### config.mk
export PLATFORM = sky130hd
export DESIGN_NAME = spi_master
export DESIGN_NICKNAME = d
export VERILOG_FILES = /design/src/rtl/spi_master.sv
export SDC_FILE = /design/constraint.sdc
export NUM_CORES = 1
export LEC_CHECK = 0
export BUFFER_PORTS_ARGS = -buffer_cell sky130_fd_sc_hd__buf_2
export CAP_MARGIN = 10
export CELL_PAD_IN_SITES_DETAIL_PLACEMENT = 1
export CELL_PAD_IN_SITES_GLOBAL_PLACEMENT = 1
export CORE_MARGIN = 5
export CORE_UTILIZATION = 40
export DETAILED_ROUTE_END_ITERATION = 10
export PLACE_DENSITY = 0.81
export SYNTH_ARGS = -nofsm -noshare
export SYNTH_HDL_FRONTEND = slang
export SYNTH_SLANG_ARGS = --single-unit
### constraint.sdc
create_clock -name clk_in -period 4.8 [get_ports clk_in]
set_input_delay 0.48 -clock clk_in [delete_from_list [all_inputs] [get_ports clk_in]]
set_output_delay 0.48 -clock clk_in [all_outputs]
set_load 0.01 [all_outputs]
### src/rtl/spi_master.sv
// SPI mode-0 master transmitter.
// Accepts bytes over a valid/ready handshake and shifts them out MSB-first
// on SCLK/MOSI. CS_n framing follows the per-byte last flag: a frame stays
// selected across bytes until a byte marked last has been sent.
module spi_master #(
    parameter int CLK_DIV  = 4,
    parameter int CS_SETUP = 2,
    parameter int CS_HOLD  = 2,
    parameter int CS_IDLE  = 2
) (
    input  logic       clk_in,
    input  logic       rst_n_in,
    input  logic       byte_valid_in,
    input  logic [7:0] byte_data_in,
    input  logic       byte_last_in,
    output logic       byte_rdy_out,
    output logic       busy_out,
    output logic       spi_sclk_out,
    output logic       spi_mosi_out,
    output logic       spi_cs_n_out
);

    localparam int MAX_A     = (CLK_DIV > CS_SETUP) ? CLK_DIV : CS_SETUP;
    localparam int MAX_B     = (CS_HOLD > CS_IDLE) ? CS_HOLD : CS_IDLE;
    localparam int MAX_PHASE = (MAX_A > MAX_B) ? MAX_A : MAX_B;
    localparam int PHASE_W   = $clog2(MAX_PHASE) + 1;

    localparam logic [PHASE_W-1:0] DIV_LAST   = PHASE_W'(CLK_DIV - 1);
    localparam logic [PHASE_W-1:0] SETUP_LAST = PHASE_W'(CS_SETUP - 1);
    localparam logic [PHASE_W-1:0] HOLD_LAST  = PHASE_W'(CS_HOLD - 1);
    localparam logic [PHASE_W-1:0] IDLE_LAST  = PHASE_W'(CS_IDLE - 1);
    localparam logic [PHASE_W-1:0] PHASE_ONE  = PHASE_W'(1);

    typedef enum logic [2:0] {
        ST_IDLE,
        ST_SETUP,
        ST_LOW,
        ST_HIGH,
        ST_WAIT,
        ST_HOLD,
        ST_GAP
    } state_t;

    state_t               state_q, state_d;
    logic [PHASE_W-1:0]   phase_q, phase_d;
    logic [PHASE_W-1:0]   phase_limit;
    logic                 phase_end;
    logic [2:0]           bit_q, bit_d;
    logic [7:0]           shift_q, shift_d;
    logic                 last_q, last_d;
    logic                 cs_n_q, cs_n_d;
    logic                 sclk_q, sclk_d;
    logic                 mosi_q, mosi_d;
    logic                 rdy_q, rdy_d;
    logic                 busy_q, busy_d;
    logic                 accept;

    // A byte only transfers while we advertise ready, so data offered during
    // HOLD/GAP or mid-byte is ignored.
    assign accept = byte_valid_in & rdy_q;

    // Pick the terminal phase count for whichever timed state we are in.
    always_comb begin
        phase_limit = DIV_LAST;
        case (state_q)
            ST_SETUP: phase_limit = SETUP_LAST;
            ST_HOLD:  phase_limit = HOLD_LAST;
            ST_GAP:   phase_limit = IDLE_LAST;
            default:  phase_limit = DIV_LAST;
        endcase
    end

    assign phase_end = (phase_q == phase_limit);

    // Next-state and next-output decode; outputs are computed one cycle ahead
    // so every pin comes straight from a flop.
    always_comb begin
        state_d = state_q;
        phase_d = phase_q;
        bit_d   = bit_q;
        shift_d = shift_q;
        last_d  = last_q;
        cs_n_d  = cs_n_q;
        sclk_d  = sclk_q;
        mosi_d  = mosi_q;
        rdy_d   = rdy_q;

        case (state_q)
            ST_IDLE: begin
                cs_n_d = 1'b1;
                sclk_d = 1'b0;
                rdy_d  = 1'b1;
                if (accept) begin
                    shift_d = byte_data_in;
                    last_d  = byte_last_in;
                    bit_d   = 3'd0;
                    phase_d = '0;
                    cs_n_d  = 1'b0;
                    mosi_d  = byte_data_in[7];
                    rdy_d   = 1'b0;
                    state_d = ST_SETUP;
                end
            end
            ST_SETUP: begin
                sclk_d = 1'b0;
                if (phase_end) begin
                    phase_d = '0;
                    state_d = ST_LOW;
                end else begin
                    phase_d = phase_q + PHASE_ONE;
                end
            end
            ST_LOW: begin
                if (phase_end) begin
                    phase_d = '0;
                    sclk_d  = 1'b1;
                    state_d = ST_HIGH;
                end else begin
                    phase_d = phase_q + PHASE_ONE;
                end
            end
            ST_HIGH: begin
                if (phase_end) begin
                    phase_d = '0;
                    sclk_d  = 1'b0;
                    if (bit_q != 3'd7) begin
                        bit_d   = bit_q + 3'd1;
                        shift_d = {shift_q[6:0], 1'b0};
                        mosi_d  = shift_q[6];
                        state_d = ST_LOW;
                    end else if (last_q) begin
                        state_d = ST_HOLD;
                    end else begin
                        rdy_d   = 1'b1;
                        state_d = ST_WAIT;
                    end
                end else begin
                    phase_d = phase_q + PHASE_ONE;
                end
            end
            ST_WAIT: begin
                sclk_d = 1'b0;
                rdy_d  = 1'b1;
                if (accept) begin
                    shift_d = byte_data_in;
                    last_d  = byte_last_in;
                    bit_d   = 3'd0;
                    phase_d = '0;
                    mosi_d  = byte_data_in[7];
                    rdy_d   = 1'b0;
                    state_d = ST_LOW;
                end
            end
            ST_HOLD: begin
                sclk_d = 1'b0;
                if (phase_end) begin
                    phase_d = '0;
                    cs_n_d  = 1'b1;
                    mosi_d  = 1'b0;
                    state_d = ST_GAP;
                end else begin
                    phase_d = phase_q + PHASE_ONE;
                end
            end
            ST_GAP: begin
                rdy_d = 1'b0;
                if (phase_end) begin
                    phase_d = '0;
                    rdy_d   = 1'b1;
                    state_d = ST_IDLE;
                end else begin
                    phase_d = phase_q + PHASE_ONE;
                end
            end
            default: begin
                phase_d = '0;
                cs_n_d  = 1'b1;
                sclk_d  = 1'b0;
                mosi_d  = 1'b0;
                rdy_d   = 1'b1;
                state_d = ST_IDLE;
            end
        endcase

        busy_d = (state_d != ST_IDLE);
    end

    // State, datapath and output flops; reset drops any partial byte at once.
    always_ff @(posedge clk_in or negedge rst_n_in) begin
        if (!rst_n_in) begin
            state_q <= ST_IDLE;
            phase_q <= '0;
            bit_q   <= 3'd0;
            shift_q <= 8'd0;
            last_q  <= 1'b0;
            cs_n_q  <= 1'b1;
            sclk_q  <= 1'b0;
            mosi_q  <= 1'b0;
            rdy_q   <= 1'b1;
            busy_q  <= 1'b0;
        end else begin
            state_q <= state_d;
            phase_q <= phase_d;
            bit_q   <= bit_d;
            shift_q <= shift_d;
            last_q  <= last_d;
            cs_n_q  <= cs_n_d;
            sclk_q  <= sclk_d;
            mosi_q  <= mosi_d;
            rdy_q   <= rdy_d;
            busy_q  <= busy_d;
        end
    end

    assign byte_rdy_out = rdy_q;
    assign busy_out     = busy_q;
    assign spi_sclk_out = sclk_q;
    assign spi_mosi_out = mosi_q;
    assign spi_cs_n_out = cs_n_q;

endmodule

==> flow_summary.toml, run 1 <==
[global_routing]
grt_start_max_net_pins = 23
grt_pass1_wl_um = 5490
grt_usage_pct = 16.7
antenna_found_initial = 0
grt_pass1_vias = 1156
overflow = 0

[worst_setup_path]
critPathCaptureType = "register"
cp.required_ns = 5.03
crit_arrival_ns = 2.43
criticalPathCategory = "register to register"
critPathMaxFanout = 15
start_kind = "register"

[timing]
hold_viol = 0
fin_crit_sh_pct = 45.7
tightestPinTransition_ns = 0.797
fin_worst_skew_ns = 0.00685
maxSlewHeadroom_pct = 46.3
fin_crit_ns = 2.19
maxSlewViolCount = 0
setup_viol = 0
rsz0062_at_grt = "no"
finalSetupTns_ns = 0
setup_ws_ns = 2.61
fmax_mhz = 456

[drt]
wl_per_cell_um = 17.0
antenna_left = 0
vias = 1083
drc = 0
drt-total-wl_um = 3110
viasPerCell = 5.92
dr.pass1.iters = 4
initialDrtViolationCount = 71

[clocking]
ctsHtreeMaxLevel = 1
clock_path_buffers = 2
cts_buffers = 3
path_clk_slew_ns = 0.14
ctsHoldBuffers = 0
cts.sinks = 22
clk_latency_ns = 0.33
root_buffer = "clkbuf_4"
cts_tree = "done"
cts_setup_buffers = 0
cts-resized-gates = 0

[pwr]
internal_power_w = 0.000481
peakVddDrop_v = 0.000193
clkPwrFrac_pct = 19.3
comb_power_share_pct = 36.9
p_per_area_nw_per_um2 = 566
p_sw_w = 0.000301
power_leakage_nw = 0.614
swShare_pct = 38.5
p_seq_share_pct = 43.8

[finish]
nets = 166
multi_input_area_um2 = 628
fill_cells = 367
drive_gt1_share_pct = 20.0
seq_area_um2 = 553
area_growth_syn_to_layout_pct = 12.9
n_antenna_cell = 0

[floorplanning]
fp-row-count = 20
io-pin-count = 17
die-area_um2 = 4270
die_h_um = 65.3
start_util_pct = 40.8
core_um2 = 3000
die_w_um = 65.3

[outcome]
outcome = "finished clean"

[yosys]
yosysUniqueCellTypes = 44
synth.avg_cell_area_um2 = 9.06
async_flop_share_pct = 100
synth_fp_nets = 150
yosysWarnings = 0
yosys-top-cells-area = "dfrtp_1 41%, nand2_1 7.1%, nor2_1 4.6%"
synth.cell_area_um2 = 1220
yosysMostFrequentCell = "nand2_1"
synth_seq_cells = 22
synth_edf_count = 0
ys_seq_area_share_pct = 45.2
synthTopCellsByCount = "23 x nand2_1, 20 x dfrtp_1, 15 x nor2_1"
synthFlopType = "dfrtp_1"
syn_inst = 135
synth_top_cell_area_share_pct = 40.9
synth_top_cell_by_area = "dfrtp_1"

[placed_design]
portBuffers = 16
detailed_place_hpwl_um = 2270
gp_congestion = 0.902
dpl_worst_slack_ns = 2.61

[run]
maxCapViolations = 0

[worst_hold_path]
hp-class = "primary input to async pin"
-- registers in the layout, summed over array words and instances, names as in the netlist --
signal,count
byte_rdy_out,1
spi_mosi_out,1
shift_q,7
spi_sclk_out,1
state_q,3
busy_out,1
last_q,1
bit_q,3
phase_q,3
spi_cs_n_out,1
-- stage by stage --
| stage | util, % | std cells | total power [W] | hold slack [ns] | instance area [um^2] |
|---|---|---|---|---|---|
| 5_1_grt | 46.0 | 183 | 0.000848 | 0.108 | 1380 |
| 2_1_floorplan | - | 135 | 0.000544 | 0.184 | 1220 |
| 3_3_place_gp | 44.3 | 179 | 0.000611 | 0.472 | 1330 |
| 3_5_place_dp | 44.3 | 179 | 0.000637 | 0.481 | 1330 |
| 6_report | 46.0 | 183 | 0.000782 | 0.0850 | 1380 |
| 4_1_cts | 46.0 | 183 | 0.000788 | 0.103 | 1380 |
-- placed cells by master (no fill, tap or decap), types with 2 or more instances in the layout --
cell / Yosys / final
nor3b_1: 2 / 2
clkbuf_4: 0 / 3
nand3_1: 2 / 2
nor3_1: 2 / 2
ha_1: 3 / 3
o22ai_1: 2 / 2
buf_2: 1 / 16
inv_1: 5 / 5
dfstp_2: 2 / 2
dfrtp_1: 20 / 20
nor2_1: 15 / 15
o31ai_1: 2 / 2
a31oi_1: 7 / 7
a21oi_1: 3 / 3
o21ai_0: 9 / 9
o211ai_1: 2 / 2
nand2b_1: 4 / 4
nand2_1: 23 / 23
-- worst max-delay path, cell delays in order, from the launching register on --
cell and delay, ns:
dfrtp_1 0.65, inv_1 0.24, nor4_1 0.75, nor2_1 0.15, mux2_2 0.30
-- cell type report --
class	instances	share of cell area [%]
Clock inverter	1	2.17
Multi-Input combinational cell	102	45.5
Timing Repair Buffer	17	6.34
Clock buffer	3	1.63
Tap cell	33	2.99
Inverter	5	1.36
Sequential cell	22	40.0
-- power groups by stage --
stage / Combinational, W / Clock, W / Sequential, W
floorplan: 0.000221 / 0 / 0.000322
global placement: 0.000271 / 0 / 0.000341
detailed placement: 0.000290 / 0 / 0.000347
CTS: 0.000292 / 0.000153 / 0.000343
global route: 0.000325 / 0.000163 / 0.000360
finish: 0.000289 / 0.000151 / 0.000343
-- cells by family (layout without fill, tap and decap cells) --
family                   Yosys count  in the layout  share of synthesized area [%]
AO/OA/AOI/OAI                     36             36                           20.2
adder cells (fa/ha/maj)            3              3                           3.07
buffers and inverters             11             26                           3.48
flip-flops                        22             22                           45.2
multiplexers                       2              2                           1.74
AND/OR/NAND/NOR                   61             61                           26.3
-- worst paths after layout --
kind | startpoint | to | slack, ns | cells after the start
setup / recovery | state_q[0] | bit_q[0] | 2.61 | 4
hold / removal | rst_n_in | shift_q[6] | 0.09 | 1
setup reg to reg | state_q[0] | bit_q[0] | 2.61 | 4
hold reg to reg | shift_q[0] | shift_q[0] | 0.51 | 1
max in group asynchronous | rst_n_in | spi_cs_n_out | 4.35 | 1
min in group clk_in | byte_last_in | last_q | 0.34 | 3
-- routing by layer --
| layer | global-route usage, % | vias to the layer above | share of wire (%) | wire [um] |
|---|---|---|---|---|
| li1 | - | 515 | - | - |
| met1 | 21.1 | 541 | 45 | 1390 |
| met2 | 28.1 | 22 | 48 | 1510 |
| met3 | 2.91 | 5 | 4.8 | 149 |
| met4 | 6.99 | 0 | 1.9 | 59 |
| met5 | 0 | - | 0 | 0 |
No activity file was read; power rests on OpenSTA's default activity.
==> run 2, diff against run 1 <==
Settings changed: ABC_AREA set to 1, CORE_UTILIZATION 40 to 37.
Clock period 4.8 ns to 1.8 ns, I/O delays scaled along.
==> flow_summary.toml, run 2 <==
[worst_setup_path]
crit_chain = "nand3_2, nand3_2, nand3_2, buf_4, nand2_1, nand2_1, nor2_2, nand3_1"
start_kind = "register"
critical-path-top-delay-family = "simple AND/OR/NAND/NOR gates"
path_buf_inv = 1
critPathCaptureType = "register"
crit_slowest_cell = "dfrtp_1"
crit_arrival_ns = 1.82
critPathMaxFanout = 8
cpPeakStageDelay_ns = 0.52
criticalPathCategory = "register to register"
cp_common_cell = "nand3_2"
cp.required_ns = 1.96

[drt]
drc = 0
initialDrtViolationCount = 80
dr.pass1.iters = 4
vias = 1243
wl_per_cell_um = 14.0
antenna_left = 0
drt-total-wl_um = 3500
viasPerCell = 4.97

[finish]
stdcell_area_um2 = 1560
seq_area_um2 = 553
final_common_cell = "nand2_1"
multi_input_area_um2 = 687
nets = 218
regMostFlops = "shift_q"
post-route-util_pct = 43.2
final_cell_mix = "60 x nand2_1, 22 x nand3_1, 20 x inv_1, 20 x dfrtp_1, 16 x buf_2"
n_antenna_cell = 0
drive_gt1_share_pct = 20.8
area_growth_syn_to_layout_pct = 15.4
fill_cells = 464
layout.cells.non_filler = 250
largest_reg_flops = 7

[yosys]
synth_edf_count = 0
synthFlopType = "dfrtp_1"
synth.cell_area_um2 = 1350
async_flop_share_pct = 100
synth_top_cell_by_area = "dfrtp_1"
synth_seq_cells = 22
yosys-top-cells-area = "dfrtp_1 37%, nand2_1 17%, nand3_1 8.2%"
yosysWarnings = 0
yosysMostFrequentCell = "nand2_1"
synth_top_cell_area_share_pct = 37.1
synthTopCellsByCount = "60 x nand2_1, 22 x nand3_1, 20 x dfrtp_1, 20 x inv_1, 13 x nor2_1"
ys_seq_area_share_pct = 41.0
syn_inst = 182
synth.avg_cell_area_um2 = 7.42
yosysUniqueCellTypes = 29
synth_fp_nets = 197

[floorplanning]
die_w_um = 70.4
die_h_um = 70.4
io-pin-count = 17
die-area_um2 = 4960
start_util_pct = 37.4
core_um2 = 3610
fp-row-count = 22

[timing]
hold_slack_ns = 0.123
setup_viol = 0
maxSlewViolCount = 0
rsz0062_at_grt = "no"
fin_crit_ns = 1.66
hold_viol = 0
fmax_mhz = 603
fin_crit_sh_pct = 92.1
finalSetupTns_ns = 0
fin_worst_skew_ns = 0.00497
tightestPinTransition_ns = 0.518
maxSlewHeadroom_pct = 65.4

[clocking]
clock_path_buffers = 2
path_clk_slew_ns = 0.09
clk_latency_ns = 0.27
cts_tree = "done"
cts_buffers = 3
root_buffer = "clkbuf_8"
cts_setup_buffers = 0
ctsHtreeMaxLevel = 1
cts.sinks = 22

[pwr]
power_leakage_nw = 0.869
p_per_area_nw_per_um2 = 1710
peakVddDrop_v = 0.000495

[global_routing]
grt_usage_pct = 15.1
grt_pass1_vias = 1225
grt_start_max_net_pins = 23
antenna_found_initial = 0
grt_pass1_wl_um = 5950
overflow = 0

[placed_design]
dp_cells = 245
detailed_place_hpwl_um = 2570
placed_area_um2 = 1490
gp_congestion = 0.831
portBuffers = 16

[run]
maxCapViolations = 0

[outcome]
outcome = "finished clean"

[worst_hold_path]
hp-class = "primary input to register"
-- run 2: changes by cell type in the layout (fill, tap and decap cells not counted), moves of 4 or more --
cell	delta
nand2_1	+37
nand3_1	+20
inv_1	+15
a31oi_1	-6
clkbuf_8	+4
nand2b_1	-4
nand3_2	+4
-- run 2: kinds of logic (layout without fill, tap and decap cells) --
logic type / after synthesis / count (layout) / share of synthesized area (%)
AOI/OAI and AO/OA: 17 / 17 / 7.32
xor gates and xnor gates: 1 / 1 / 0.649
adders and majority gates: 3 / 3 / 2.78
buffers and inverters: 27 / 47 / 8.71
DFF: 22 / 22 / 41.0
and+or+nand+nor: 112 / 112 / 39.6
-- run 2: final timing paths --
kind                                   start            to  slack (ns)  cells after the start
max in group asynchronous           rst_n_in  spi_cs_n_out        1.02                      2
min in group asynchronous           rst_n_in    phase_q[0]        0.41                      2
worst max register to register    state_q[1]      busy_out        0.14                      8
worst min register to register  spi_cs_n_out  spi_cs_n_out        0.47                      2
worst max-delay path              state_q[1]      busy_out        0.14                      8
worst min-delay path            byte_last_in        last_q        0.12                      3
-- run 2: worst min-delay path, delay by kind of cell --
family	cells	cell delay [ns]
buffers and inverters	1	0.08
AO/OA/AOI/OAI	1	0.06
AND/OR/NAND/NOR	1	0.04
-- run 2: area by class of cell --
class	count	share of cell area, %
timing repair buffer	21	7.71
inverter	22	5.30
tap	48	3.86
sequential	22	35.5
multi-input combinational	133	44.1
clock buffer	4	3.53
-- run 2: power by group --
group          total [W]  switching [W]  internal (W)
logic            0.00145       0.000936      0.000513
clock network   0.000370       0.000175      0.000195
registers       0.000847       0.000144      0.000703
total            0.00267        0.00125       0.00141
-- run 2: stage by stage --
stage	worst slack [ns]	power, W
floorplan	0.363	0.00192
global placement	0.159	0.00225
detailed placement	0.0880	0.00230
CTS	0.0773	0.00269
global route	0.00470	0.00294
finish	0.142	0.00267
-- run 2: per-layer routing --
layer | up-vias | global-route usage (%) | wire length, um
met5 | - | 0 | 0
met1 | 599 | 21.2 | 1710
met2 | 19 | 23.9 | 1620
li1 | 621 | - | -
met4 | 0 | 4.47 | 40
met3 | 4 | 2.30 | 128
-- run 2: repair_timing --
action,4_1_cts,5_1_grt
hold endpoints to repair,20,0
hold buffers,1,0
endpoints found under the setup margin,0,11
gates resized for setup,0,1
